## config.mk

```make
export PLATFORM = sky130hd
export DESIGN_NAME = mem_req_buffer
export DESIGN_NICKNAME = d
export VERILOG_FILES = /design/src/rtl/mem_req_buffer_pkg.sv /design/src/rtl/mem_fifo.sv /design/src/rtl/mem_req_buffer.sv
export VERILOG_INCLUDE_DIRS = /design/src /design/src/rtl
export SDC_FILE = /design/constraint.sdc
export NUM_CORES = 1
export LEC_CHECK = 0
export CORE_ASPECT_RATIO = 1.25
export CORE_MARGIN = 4
export CORE_UTILIZATION = 56
export DETAILED_ROUTE_END_ITERATION = 7
export PLACE_DENSITY = 0.85
export SETUP_SLACK_MARGIN = 0.4
export SLEW_MARGIN = 20
export SYNTH_ARGS = -nofsm -noshare
export SYNTH_HDL_FRONTEND = slang
export SYNTH_SLANG_ARGS = --single-unit
export TNS_END_PERCENT = 1
```

## constraint.sdc

```tcl
create_clock -name clk -period 7.8 [get_ports clk]
set_clock_uncertainty 0.05 [all_clocks]
set_input_delay 0.78 -clock clk [delete_from_list [all_inputs] [get_ports clk]]
set_output_delay 0.78 -clock clk [all_outputs]
set_load 0.05 [all_outputs]
```

## src/rtl/mem_if_defines.sv

```systemverilog
// Shared memory-interface widths used by every block that talks to main memory.
`ifndef MEM_IF_DEFINES_SV
`define MEM_IF_DEFINES_SV
`define MEM_ADDR_BITS 32
`define MEM_TAG_BITS 8
`define MEM_DATA_BITS 64
`endif

```

## src/rtl/mem_req_buffer_pkg.sv

```systemverilog
// Types and helpers shared by mem_req_buffer and its FIFOs.
`include "mem_if_defines.sv"

package mem_req_buffer_pkg;

  localparam int ADDR_W   = `MEM_ADDR_BITS;
  localparam int TAG_W    = `MEM_TAG_BITS;
  localparam int DATA_W   = `MEM_DATA_BITS;
  localparam int MASK_W   = `MEM_DATA_BITS / 8;
  localparam int OFFSET_W = 2;
  localparam int CNT_W    = 4;

  typedef struct packed {
    logic              rw;
    logic [ADDR_W-1:0] addr;
    logic [TAG_W-1:0]  tag;
  } mem_req_t;

  typedef struct packed {
    logic [DATA_W-1:0]   bits;
    logic [MASK_W-1:0]   mask;
    logic [OFFSET_W-1:0] offset;
  } mem_beat_t;

  localparam int REQ_W  = $bits(mem_req_t);
  localparam int BEAT_W = $bits(mem_beat_t);

  // A read issued and a response returned in the same cycle cancel out;
  // a response with nothing outstanding leaves the count at zero.
  function automatic logic [CNT_W-1:0] next_outstanding(
    input logic [CNT_W-1:0] cnt,
    input logic             rd_fire,
    input logic             resp_fire
  );
    logic [CNT_W-1:0] nxt;
    nxt = cnt;
    if (rd_fire && !resp_fire) begin
      nxt = cnt + 1'b1;
    end else if (resp_fire && !rd_fire && (cnt != '0)) begin
      nxt = cnt - 1'b1;
    end
    return nxt;
  endfunction

endpackage

```

## src/rtl/mem_fifo.sv

```systemverilog
// Generic FIFO with wrap-bit pointers; push_ready is withheld during reset and
// pop_data reads as zero whenever the FIFO is empty.
module mem_fifo #(
  parameter int WIDTH = 8,
  parameter int DEPTH = 4
) (
  input  logic             clk,
  input  logic             rst_n,
  input  logic             push_valid,
  output logic             push_ready,
  input  logic [WIDTH-1:0] push_data,
  output logic             pop_valid,
  input  logic             pop_ready,
  output logic [WIDTH-1:0] pop_data
);

  localparam int AW = $clog2(DEPTH);

  logic [AW:0]      wr_ptr;
  logic [AW:0]      rd_ptr;
  logic [WIDTH-1:0] mem [DEPTH];
  logic             full;
  logic             empty;
  logic             push_fire;
  logic             pop_fire;

  // Same index with differing wrap bits means the writer has lapped the reader.
  assign full  = (wr_ptr[AW] != rd_ptr[AW]) && (wr_ptr[AW-1:0] == rd_ptr[AW-1:0]);
  assign empty = (wr_ptr == rd_ptr);

  // Ready depends only on registered fullness: a pop this cycle never frees a slot early.
  assign push_ready = rst_n && !full;
  assign pop_valid  = !empty;
  assign push_fire  = push_valid && push_ready;
  assign pop_fire   = pop_ready && !empty;
  assign pop_data   = empty ? '0 : mem[rd_ptr[AW-1:0]];

  always_ff @(posedge clk or negedge rst_n) begin
    if (!rst_n) begin
      wr_ptr <= '0;
      rd_ptr <= '0;
    end else begin
      if (push_fire) begin
        wr_ptr <= wr_ptr + 1'b1;
      end
      if (pop_fire) begin
        rd_ptr <= rd_ptr + 1'b1;
      end
    end
  end

  always_ff @(posedge clk) begin
    if (push_fire) begin
      mem[wr_ptr[AW-1:0]] <= push_data;
    end
  end

endmodule

```

## src/rtl/mem_req_buffer.sv

```systemverilog
// Buffers arbiter requests and write data toward main memory, limits the number
// of reads in flight, and returns memory responses one cycle later.
`include "mem_if_defines.sv"

module mem_req_buffer
  import mem_req_buffer_pkg::*;
#(
  parameter int REQ_DEPTH  = 4,
  parameter int DATA_DEPTH = 8,
  parameter int MAX_RD     = 4
) (
  input  logic                       clk,
  input  logic                       reset,

  input  logic                       up_req_valid,
  output logic                       up_req_ready,
  input  logic                       up_req_rw,
  input  logic [`MEM_ADDR_BITS-1:0]  up_req_addr,
  input  logic [`MEM_TAG_BITS-1:0]   up_req_tag,

  input  logic                       up_data_valid,
  output logic                       up_data_ready,
  input  logic [`MEM_DATA_BITS-1:0]  up_data_bits,
  input  logic [`MEM_DATA_BITS/8-1:0] up_data_mask,
  input  logic [1:0]                 up_data_offset,

  output logic                       dn_req_valid,
  input  logic                       dn_req_ready,
  output logic                       dn_req_rw,
  output logic [`MEM_ADDR_BITS-1:0]  dn_req_addr,
  output logic [`MEM_TAG_BITS-1:0]   dn_req_tag,

  output logic                       dn_data_valid,
  input  logic                       dn_data_ready,
  output logic [`MEM_DATA_BITS-1:0]  dn_data_bits,
  output logic [`MEM_DATA_BITS/8-1:0] dn_data_mask,
  output logic [1:0]                 dn_data_offset,

  input  logic                       dn_resp_valid,
  input  logic [`MEM_DATA_BITS-1:0]  dn_resp_data,
  input  logic [`MEM_TAG_BITS-1:0]   dn_resp_tag,

  output logic                       up_resp_valid,
  output logic [`MEM_DATA_BITS-1:0]  up_resp_data,
  output logic [`MEM_TAG_BITS-1:0]   up_resp_tag,

  output logic [3:0]                 rd_outstanding,
  output logic                       resp_err
);

  // Every channel: a transfer happens on a cycle where valid && ready at the
  // rising edge; once raised, valid and its payload stay put until that transfer.

  localparam logic [CNT_W-1:0] MAX_RD_CNT = CNT_W'(MAX_RD);

  mem_req_t  req_in;
  mem_req_t  req_head;
  logic      req_head_valid;
  logic      req_pop;
  logic      rd_gate;
  logic      rd_fire;

  mem_beat_t beat_in;
  mem_beat_t beat_head;

  assign req_in  = '{rw: up_req_rw, addr: up_req_addr, tag: up_req_tag};
  assign beat_in = '{bits: up_data_bits, mask: up_data_mask, offset: up_data_offset};

  mem_fifo #(
    .WIDTH (REQ_W),
    .DEPTH (REQ_DEPTH)
  ) u_req_fifo (
    .clk        (clk),
    .rst_n      (reset),
    .push_valid (up_req_valid),
    .push_ready (up_req_ready),
    .push_data  (req_in),
    .pop_valid  (req_head_valid),
    .pop_ready  (req_pop),
    .pop_data   (req_head)
  );

  mem_fifo #(
    .WIDTH (BEAT_W),
    .DEPTH (DATA_DEPTH)
  ) u_data_fifo (
    .clk        (clk),
    .rst_n      (reset),
    .push_valid (up_data_valid),
    .push_ready (up_data_ready),
    .push_data  (beat_in),
    .pop_valid  (dn_data_valid),
    .pop_ready  (dn_data_ready),
    .pop_data   (beat_head)
  );

  // A read at the head waits while the registered in-flight count is at its limit;
  // a response landing this cycle only releases it on the following cycle.
  assign rd_gate      = req_head_valid && !req_head.rw && (rd_outstanding == MAX_RD_CNT);
  assign dn_req_valid = req_head_valid && !rd_gate;
  assign req_pop      = dn_req_valid && dn_req_ready;
  assign rd_fire      = req_pop && !req_head.rw;

  assign dn_req_rw   = req_head.rw;
  assign dn_req_addr = req_head.addr;
  assign dn_req_tag  = req_head.tag;

  assign dn_data_bits   = beat_head.bits;
  assign dn_data_mask   = beat_head.mask;
  assign dn_data_offset = beat_head.offset;

  always_ff @(posedge clk or negedge reset) begin
    if (!reset) begin
      rd_outstanding <= '0;
      resp_err       <= 1'b0;
    end else begin
      rd_outstanding <= next_outstanding(rd_outstanding, rd_fire, dn_resp_valid);
      if (dn_resp_valid && !rd_fire && (rd_outstanding == '0)) begin
        resp_err <= 1'b1;
      end
    end
  end

  // Responses cannot be stalled; the payload is captured only on a valid beat.
  always_ff @(posedge clk or negedge reset) begin
    if (!reset) begin
      up_resp_valid <= 1'b0;
      up_resp_data  <= '0;
      up_resp_tag   <= '0;
    end else begin
      up_resp_valid <= dn_resp_valid;
      if (dn_resp_valid) begin
        up_resp_data <= dn_resp_data;
        up_resp_tag  <= dn_resp_tag;
      end
    end
  end

endmodule
```

# Yosys cells after proc, flatten, opt, wreduce, memory -nomap -nowiden
# Memory sizes are Yosys's and may differ from the RTL's.
# Cells that the tools add are included.
[word_totals]
reg_bits = 92
latchBits = 0
mem_bits_rw = 756
romBits = 0
in_bits = 194
out_inout_bits = 197
wordCells = 60
mem_count = 2
[classes]
n_addsub = 6
n_mul = 0
n_div = 0
n_lt_le_gt_ge = 0
n_eq_ne = 7
n_shift = 0
muxes = 8
bitwise = 0
reduce_logical = 28
[mem_list]
columns = ["memory", "depth", "word_bits", "rd", "rd_clocked_by_memory_dff", "write_ports", "line_no", "source"]
rows = [
  ["u_data_fifo.mem", 8, 74, 1, 0, 1, "mem_fifo.sv:21", "logic [WIDTH-1:0] mem [DEPTH];"],
  ["u_req_fifo.mem", 4, 41, 1, 0, 1, "mem_fifo.sv:21", ""],
]
[ops]
columns = ["cell", "count"]
rows = [
  ["two-way mux 74 bit", 1],
  ["two-way mux 41 bit", 1],
  ["logical AND 1 bit", 17],
  ["adder 4 x 1 -> 4 bit (second input constant)", 3],
  ["logical NOT 1 bit", 8],
  ["two-way mux 4 bit", 2],
  ["adder 3 x 1 -> 3 bit (second input constant)", 2],
  ["== test 3 bit", 2],
  ["== test 4 x 3 -> 1 bit (second input constant)", 1],
  ["== test 4 bit", 1],
  ["logical NOT 4 bit", 1],
  ["two-way mux 1 bit", 4],
  ["nonzero test 4 bit", 1],
  ["subtractor 4 x 1 -> 4 bit (second input constant)", 1],
  ["== test 2 bit", 1],
  ["!= test 1 bit", 2],
  ["nonzero test 2 bit", 1],
]

# Longest topological paths before layout
# Gate-level depths: netlist of run 1.
[depth]
word_depth = 14
mapped_depth = 9
ltp_nobuf = 8

# Modules after synthesis
# Synthesis of run 1 repeated with hierarchy kept, for this count alone.
[hier_totals]
cells_unflattened = 1735
hier_area_um2 = 33037.9
[modules_own_cells]
columns = ["module", "instances", "cells_per_inst", "area_per_inst_um2", "seq_area_each_um2"]
rows = [
  ["mem_fifo at u_data_fifo", 1, 1243, 23351.1, 17977.2],
  ["mem_fifo at u_req_fifo", 1, 300, 6633.9, 5074.9],
  ["mem_req_buffer", 1, 192, 3052.9, 1951.9],
]

# Least setup slack after synthesis of run 1
# No wires, ideal clock.
[synth_path]
path_type = "input to register"
startpoint = "input reset"
endpoint = "memory u_data_fifo.mem[0][0] (netlist name) (enable)"
setup_time_ns = 0.596
arrival_time_ns = 7.180
t_required_ns = 7.154
setup_slack_ns = -0.027
path_stages = 4
path_buffers = 0
cell_sequence = "inv_1 > a41oi_1 > nand3b_1 > nor3_1"
[synth_between]
elab_chain_cells = 4
[synth_lines]
columns = ["element", "line_no", "source"]
rows = [
  ["start, declared", "mem_req_buffer.sv:13", "input logic reset,"],
  ["logical AND 1 bit", "mem_fifo.sv:32", "assign push_ready = rst_n && !full;"],
  ["via up_data_ready", "mem_req_buffer.sv:22", "output logic up_data_ready,"],
  ["logical AND 1 bit", "mem_fifo.sv:34", "assign push_fire = push_valid && push_ready;"],
  ["two-way mux 1 bit", "mem_fifo.sv:53", "if (push_fire) begin"],
  ["two-way mux 1 bit (not written as such)", "mem_fifo.sv:54", "mem[wr_ptr[AW-1:0]] <= push_data;"],
  ["end, declared", "mem_fifo.sv:21", ""],
]
# The timed path passes the listed nets, and every way through them passes these cells.

# Final worst setup path of run 1
[layout_path]
startpoint = "register u_data_fifo.rd_ptr[0]"
endpoint = "output dn_data_bits[9]"
[layout_between]
elab_chain_cells = 2
elab_cells_between_ends = 3
cone_classes = "1 x eq/ne; 1 x mux; 1 x memory"
[layout_lines]
columns = ["element", "line_no", "source"]
rows = [
  ["start, declared", "mem_fifo.sv:20", "logic [AW:0] rd_ptr;"],
  ["start signal, assigned", "mem_fifo.sv:47", "rd_ptr <= rd_ptr + 1'b1;"],
  ["memory (8 x 74 bit) / == test 4 bit (equally long branches)", "n/a", ""],
  ["two-way mux 74 bit *", "mem_fifo.sv:36", "assign pop_data = empty ? '0 : mem[rd_ptr[AW-1:0]];"],
  ["end, declared", "mem_req_buffer.sv:35", "output logic [`MEM_DATA_BITS-1:0] dn_data_bits,"],
]
# Mark *: on every way between the ends. The rest lies on a longest branch, timed or not.

==> results of run 1 <==
## layout make-up
| type | count | area [um^2] |
|---|---|---|
| antenna | 8 | 20.0 |
| fill | 3390 | 17500 |
| multi-input combinational | 555 | 7220 |
| inverter | 8 | 30.0 |
| clock buffer | 96 | 2070 |
| tap | 750 | 938 |
| timing repair buffer | 411 | 4070 |
| clock inverter | 42 | 405 |
| sequential | 848 | 25000 |
## state kept, by name, indices dropped and copies added, names as in the netlist
register / count
up_resp_valid: 1
u_req_fifo.wr_ptr: 3
up_resp_data: 64
u_data_fifo.wr_ptr: 4
u_req_fifo.mem: 164
resp_err: 1
rd_outstanding: 4
u_req_fifo.rd_ptr: 3
u_data_fifo.mem: 592
up_resp_tag: 8
u_data_fifo.rd_ptr: 4
## synthesized netlist by cell type (all sizes together) (2+ instances only)
cell type and instances:
mux2 76, and4 2, buf 22, edfxtp 756, and3 6, a31oi 2
nand2 10, nor3 3, mux4 189, mux2i 75, clkbuf 55, xor2 8
dfrtp 92, a211o 2, nor2 85, nand3 7, xnor2 13, a21oi 5
ha 9, nand2b 2, nor2b 42, inv 8
## worst paths after layout
check,from,endpoint,slack [ps],depth (start not counted)
min reg2reg,resp_err,resp_err,420,1
min,resp_err,resp_err,420,1
max,u_data_fifo.rd_ptr[0],dn_data_bits[9],2750,5
max reg2reg,u_data_fifo.rd_ptr[0],u_data_fifo.mem[2][62],3340,5
max in group asynchronous,reset,u_data_fifo.rd_ptr[2],6140,3
min in group asynchronous,reset,up_resp_data[29],500,2
## metrics by stage
step | power, W | util, %
2_1_floorplan | 0.0106 | -
3_3_place_gp | 0.0128 | 65.0
3_5_place_dp | 0.0129 | 65.1
4_1_cts | 0.0167 | 69.4
5_1_grt | 0.0171 | 69.4
6_report | 0.0165 | 69.5
## timing repair
item                                   4_1_cts  5_1_grt
hold buffers                                 1        0
endpoints found under the hold margin       13        0
resized for setup                            0        0
## layer usage
layer / wire (um) / vias to the layer above / track usage (%)
met4: 2490 / 4 / 8.60
met2: 40100 / 678 / 41.6
li1: - / 6890 / -
met5: 25 / - / 0
met1: 27400 / 8678 / 31.8
met3: 4850 / 139 / 4.53
## placed cells by master (no fill, tap or decap), types with 2 or more instances in the layout
cell                              synthesis  layout
sky130_fd_sc_hd__clkinv_2                 0      10
sky130_fd_sc_hd__a31oi_1                  2       2
sky130_fd_sc_hd__clkbuf_16                0      80
sky130_fd_sc_hd__nand2_1                 10      10
sky130_fd_sc_hd__xor2_1                   8       8
sky130_fd_sc_hd__ha_1                     9       9
sky130_fd_sc_hd__clkdlybuf4s50_1          0     388
sky130_fd_sc_hd__bufinv_16                0       7
sky130_fd_sc_hd__xnor2_1                 13      13
sky130_fd_sc_hd__edfxtp_1               756     756
sky130_fd_sc_hd__dfrtp_1                 92      88
sky130_fd_sc_hd__nor2_1                  85      80
sky130_fd_sc_hd__clkinv_1                 0      17
sky130_fd_sc_hd__diode_2                  0       8
sky130_fd_sc_hd__nand2b_1                 2       2
sky130_fd_sc_hd__a211o_1                  2       2
sky130_fd_sc_hd__nand3_1                  7       7
sky130_fd_sc_hd__clkbuf_1                55      15
sky130_fd_sc_hd__mux2i_1                 75      75
sky130_fd_sc_hd__nor2_4                   0       5
sky130_fd_sc_hd__and3_1                   6       2
sky130_fd_sc_hd__dfrtp_4                  0       3
sky130_fd_sc_hd__clkinvlp_4               0       4
sky130_fd_sc_hd__inv_1                    8       8
sky130_fd_sc_hd__a21oi_1                  5       5
sky130_fd_sc_hd__buf_4                    0      19
sky130_fd_sc_hd__nor2b_1                 42      42
sky130_fd_sc_hd__mux2_2                  76      76
sky130_fd_sc_hd__mux4_2                 189     189
sky130_fd_sc_hd__and3_4                   0       4
## cells by family after synthesis
kind of cell,after synthesis,share of synthesized area [%]
and+or+nand+nor,163,2.41
AOI/OAI and AO/OA,21,0.543
buffers and inverters,85,1.04
muxes,340,18.1
DFF,848,77.0
xor gates and xnor gates,21,0.566
adders and majority gates,10,0.408
## where the power goes
part           switching (W)  leakage, nW  internal, W
registers           0.000329         7.91      0.00543
logic                0.00443         4.19      0.00259
clock network        0.00161         1.20      0.00212
total                0.00636         13.3       0.0101
==> flow_summary.json, run 1 <==
{
  "cts.clk_slew.worst_paths_ps": 60,
  "syn-num-nets": 1692,
  "port_buffers": 390,
  "worst_slack_ps": 2750,
  "finalWeightedCongestion": 0.838,
  "ir_drop_uv": 559,
  "final_cell_area_excluding_filler_cells_mm2": 0.0398,
  "dp_hpwl_mm": 41.8,
  "dr_total_vias": 16400,
  "worstSetupPathType": "reg -> out",
  "synth_top_area_cell": "sky130_fd_sc_hd__edfxtp_1",
  "fin_hold_ws_ps": 424,
  "synth.avg_cell_area_um2": 21.8,
  "cp_launch_type": "register",
  "cts.sink_count": 848,
  "max_cap_viol_count": 0,
  "hp-class": "reg -> reg",
  "clock_tree_from_tritoncts": "done",
  "wl_per_cell_um": 27.5,
  "dominantRegCellSynth": "sky130_fd_sc_hd__edfxtp_1",
  "final_min_period_over_clock_period_pct": 64.7,
  "track_usage_pct": 24.3,
  "netlist_area_mm2": 0.0325,
  "die-width_um": 223,
  "drt_first_iter_violations": 1409,
  "top_level_ports": 391,
  "first_global_vias": 17500,
  "cp_max_delay_cell": "sky130_fd_sc_hd__dfrtp_4",
  "final_instance_count_excl_fillers": 2718,
  "insertion_delay_ps": 620,
  "drive_gt1_share_pct": 21.0,
  "ys_seq_elements": 848,
  "dpl-instance-area_mm2": 0.0372,
  "placeableCoreArea_mm2": 0.0573,
  "die_h_um": 277,
  "required_ps": 6970,
  "postCtsSetupRepairBufs": 0,
  "numCtsBuffers": 78,
  "design.die.area_mm2": 0.0619,
  "grt_pass1_wl_mm": 113,
  "finish.net_count": 2106,
  "final.setup.tns_ps": 0,
  "globalRouteOverflowTotal": 0,
  "synth_sequential_area_ratio_pct": 77.0,
  "clk_path_buf_depth": 3,
  "post-route-drc-count": 0,
  "finalHoldViolations": 0,
  "fmax_ghz": 0.198,
  "detail_route.wirelength_mm": 74.9,
  "rows": 98,
  "path_cells": "buf_12 -> mux4_2 -> mux2i_1 -> nor2_1 -> clkdlybuf4s50_1",
  "post-place-cells": 2571,
  "timing.critical_path.fanout_max": 112,
  "drtAntennaViolNets": 0,
  "synth_enable_flop_cells": 756,
  "path_delay_family": "buffers and inverters",
  "critical_path.endpoint_type": "primary output",
  "distinct_cell_type_count_of_the_synthesized_netlist": 43,
  "synth_warnings": 0,
  "timing.critical_path.slowest_cell_delay_ps": 960,
  "synthTopCellsByArea": "sky130_fd_sc_hd__edfxtp_1, sky130_fd_sc_hd__mux4_2, sky130_fd_sc_hd__dfrtp_1, sky130_fd_sc_hd__mux2_2, sky130_fd_sc_hd__mux2i_1",
  "leakagePower_nw": 13.3,
  "crit_buf_inv": 2,
  "final.min_clock_period_ps": 5050,
  "synth-async-reset-ratio_pct": 10.8,
  "finalSetupViolCount": 0,
  "slew_headroom_pct": 24.5,
  "floorplan.initialDensity_pct": 56.7,
  "areaGrowthSynthToFinish_pct": 22.4,
  "initial_antenna_violation_count": 8,
  "drt-vias-per-instance": 6.03,
  "status": "completed",
  "htree_levels": 3,
  "place_ws_ps": 3280,
  "timing.critical_path.arrival_ps": 4220,
  "worst_slew_pin_slew_ps": 1130,
  "grt_start_max_net_pins": 113,
  "grt_setup_unrepaired": "no",
  "detail_route.first_pass.iterations": 5,
  "cts_root_buffer": "sky130_fd_sc_hd__clkbuf_16",
  "power_per_unit_of_standard_cell_area_mw_per_mm2": 415,
  "timing.final.max_slew_violations": 0,
  "netlist_instances": 1488,
  "netlist.area_leader.share_pct": 69.9
}
No activity file was read; power rests on OpenSTA's default activity.
==> inputs of run 2 (changes only) <==
--- a/config.mk
+++ b/config.mk
@@ -8,9 +8,9 @@
 export LEC_CHECK = 0
 export CORE_ASPECT_RATIO = 1.25
 export CORE_MARGIN = 4
-export CORE_UTILIZATION = 56
+export CORE_UTILIZATION = 50
 export DETAILED_ROUTE_END_ITERATION = 7
-export PLACE_DENSITY = 0.85
+export PLACE_DENSITY = 0.81
 export SETUP_SLACK_MARGIN = 0.4
 export SLEW_MARGIN = 20
 export SYNTH_ARGS = -nofsm -noshare
==> constraint.sdc (replaced) <==
create_clock -name clk -period 4.4 [get_ports clk]
set_clock_uncertainty 0.05 [all_clocks]
set_input_delay 0.44 -clock clk [delete_from_list [all_inputs] [get_ports clk]]
set_output_delay 0.44 -clock clk [all_outputs]
set_load 0.05 [all_outputs]
==> flow_summary.json, run 2 (synthesized netlist as in run 1, its figures left out) <==
{
  "final.min_clock_period_ps": 3910,
  "cp_launch_type": "register",
  "multi_input_comb_area_mm2": 0.00723,
  "detail_route.first_pass.iterations": 5,
  "rows": 104,
  "post-route-drc-count": 0,
  "clk_path_buf_depth": 3,
  "power_per_unit_of_standard_cell_area_mw_per_mm2": 733,
  "numCtsBuffers": 81,
  "cts.clk_slew.worst_paths_ps": 60,
  "first_global_vias": 17500,
  "initial_antenna_violation_count": 15,
  "die-width_um": 236,
  "cts.sink_count": 848,
  "drt-vias-per-instance": 5.65,
  "crit_buf_inv": 2,
  "hp-class": "in -> reg",
  "timing.final.max_slew_violations": 0,
  "worstReg2RegStart": "u_req_fifo.rd_ptr[1]",
  "dr_total_vias": 16100,
  "die_h_um": 293,
  "wl_per_cell_um": 25.6,
  "timing.critical_path.arrival_ps": 3420,
  "finalWeightedCongestion": 0.776,
  "reg2reg_slack_ps": 910,
  "insertion_delay_ps": 620,
  "crit_cells": 5,
  "port_buffers": 390,
  "most-common-layout-cells": "sky130_fd_sc_hd__edfxtp_1, sky130_fd_sc_hd__clkdlybuf4s50_1, sky130_fd_sc_hd__mux4_2",
  "finalSetupViolCount": 0,
  "floorplan.initialDensity_pct": 50.4,
  "setup.worst_path.start": "u_data_fifo.rd_ptr[1]",
  "clock_tree_from_tritoncts": "done",
  "max_cap_viol_count": 0,
  "r2r_cells": 9,
  "largest_register_ff_count": 592,
  "layout.filler_cells": 4214,
  "dp_hpwl_mm": 43.4,
  "finalHoldViolations": 0,
  "grt_pass1_wl_mm": 109,
  "track_usage_pct": 20.9,
  "cts_root_buffer": "sky130_fd_sc_hd__clkbuf_16",
  "destination_of_the_worst_register_to_register_timing_path": "rd_outstanding[3]",
  "final_min_period_over_clock_period_pct": 89.0,
  "path_cells": "xnor2_1 -> and4_4 -> buf_12 -> nor2_1 -> clkdlybuf4s50_1",
  "top_level_ports": 391,
  "grt_start_max_net_pins": 77,
  "drtAntennaViolNets": 0,
  "timing.critical_path.fanout_max": 61,
  "placeableCoreArea_mm2": 0.0644,
  "path_delay_family": "buffers and inverters",
  "grt_setup_unrepaired": "yes",
  "design.die.area_mm2": 0.0691,
  "leakagePower_nw": 13.5,
  "worst_slew_pin_slew_ps": 865,
  "required_ps": 3910,
  "critical_path.endpoint_type": "primary output",
  "fmax_ghz": 0.255,
  "timing.critical_path.slowest_cell_delay_ps": 740,
  "drive_gt1_share_pct": 24.2,
  "areaGrowthSynthToFinish_pct": 23.7,
  "layout.area.seq_mm2": 0.0250,
  "final.setup.tns_ps": 0,
  "ir_drop_uv": 681,
  "detail_route.wirelength_mm": 73.1,
  "cp_max_delay_cell": "sky130_fd_sc_hd__clkdlybuf4s50_1",
  "status": "completed",
  "timing.critical_path.to": "dn_data_bits[20]",
  "drt_first_iter_violations": 1139,
  "post-route-util_pct": 62.4,
  "htree_levels": 3,
  "finish.net_count": 2131,
  "worstSetupPathType": "reg -> out",
  "globalRouteOverflowTotal": 0,
  "slew_headroom_pct": 42.4,
  "layout_commonest_cell": "sky130_fd_sc_hd__edfxtp_1"
}
[run 2: worst min-delay path by stage]
stage	slack (ps)	from	cells after the start	to
global route	370	dn_resp_data[41]	2	up_resp_data[41]
finish	370	dn_resp_valid	2	up_resp_tag[4]
floorplan	90	reset	0	rd_outstanding[0]
detailed placement	410	resp_err	1	resp_err
global placement	410	resp_err	1	resp_err
CTS	340	dn_resp_valid	2	up_resp_tag[4]
[run 2: cell type report]
type | instances | share of cell area [%]
clock inverters | 47 | 1.06
clock buffers | 99 | 5.34
flip-flops and latches | 848 | 62.2
diodes | 16 | 0.0996
multi-input cells | 555 | 18.0
well taps | 848 | 2.64
repair buffers | 433 | 10.5
inverters | 8 | 0.0747
[run 2: power by group]
group          switching, W  internal, W  leakage, nW
Combinational       0.00806      0.00464         4.39
Sequential         0.000416      0.00963         7.91
Clock               0.00291      0.00379         1.24
[run 2: timing repair]
action                                 in CTS  in global routing
buffers inserted                            5                  0
setup endpoints to repair                  74                 16
endpoints found under the hold margin      42                  0
gates resized for setup                     2                  1
hold buffers                                1                  0
[run 2: routing by layer]
layer / GRT usage, % / wire [um]
met1: 26.0 / 27000
met2: 35.9 / 38200
met3: 5.22 / 5580
met4: 7.58 / 2190
met5: 0 / 24
[run 2: worst reg2reg max path: cells and delay by family, from the launching register on]
kind	cells	cell delay, ps
AOI/OAI and AO/OA	5	1340
adders and majority gates	1	380
buffers and inverters	1	530
DFF	1	360
muxes	1	520
and+or+nand+nor	1	200
[run 2: metrics by stage]
step	total power (W)	std cells	instance area [um^2]	setup slack (ps)	hold WS, ps
after floorplan	0.0188	1488	32500	320	94.4
after global placement	0.0227	2686	37500	876	410
after detailed placement	0.0228	2686	37500	779	414
after CTS	0.0297	2838	40100	432	340
after global routing	0.0306	2847	40200	367	365
final	0.0294	2854	40200	485	373
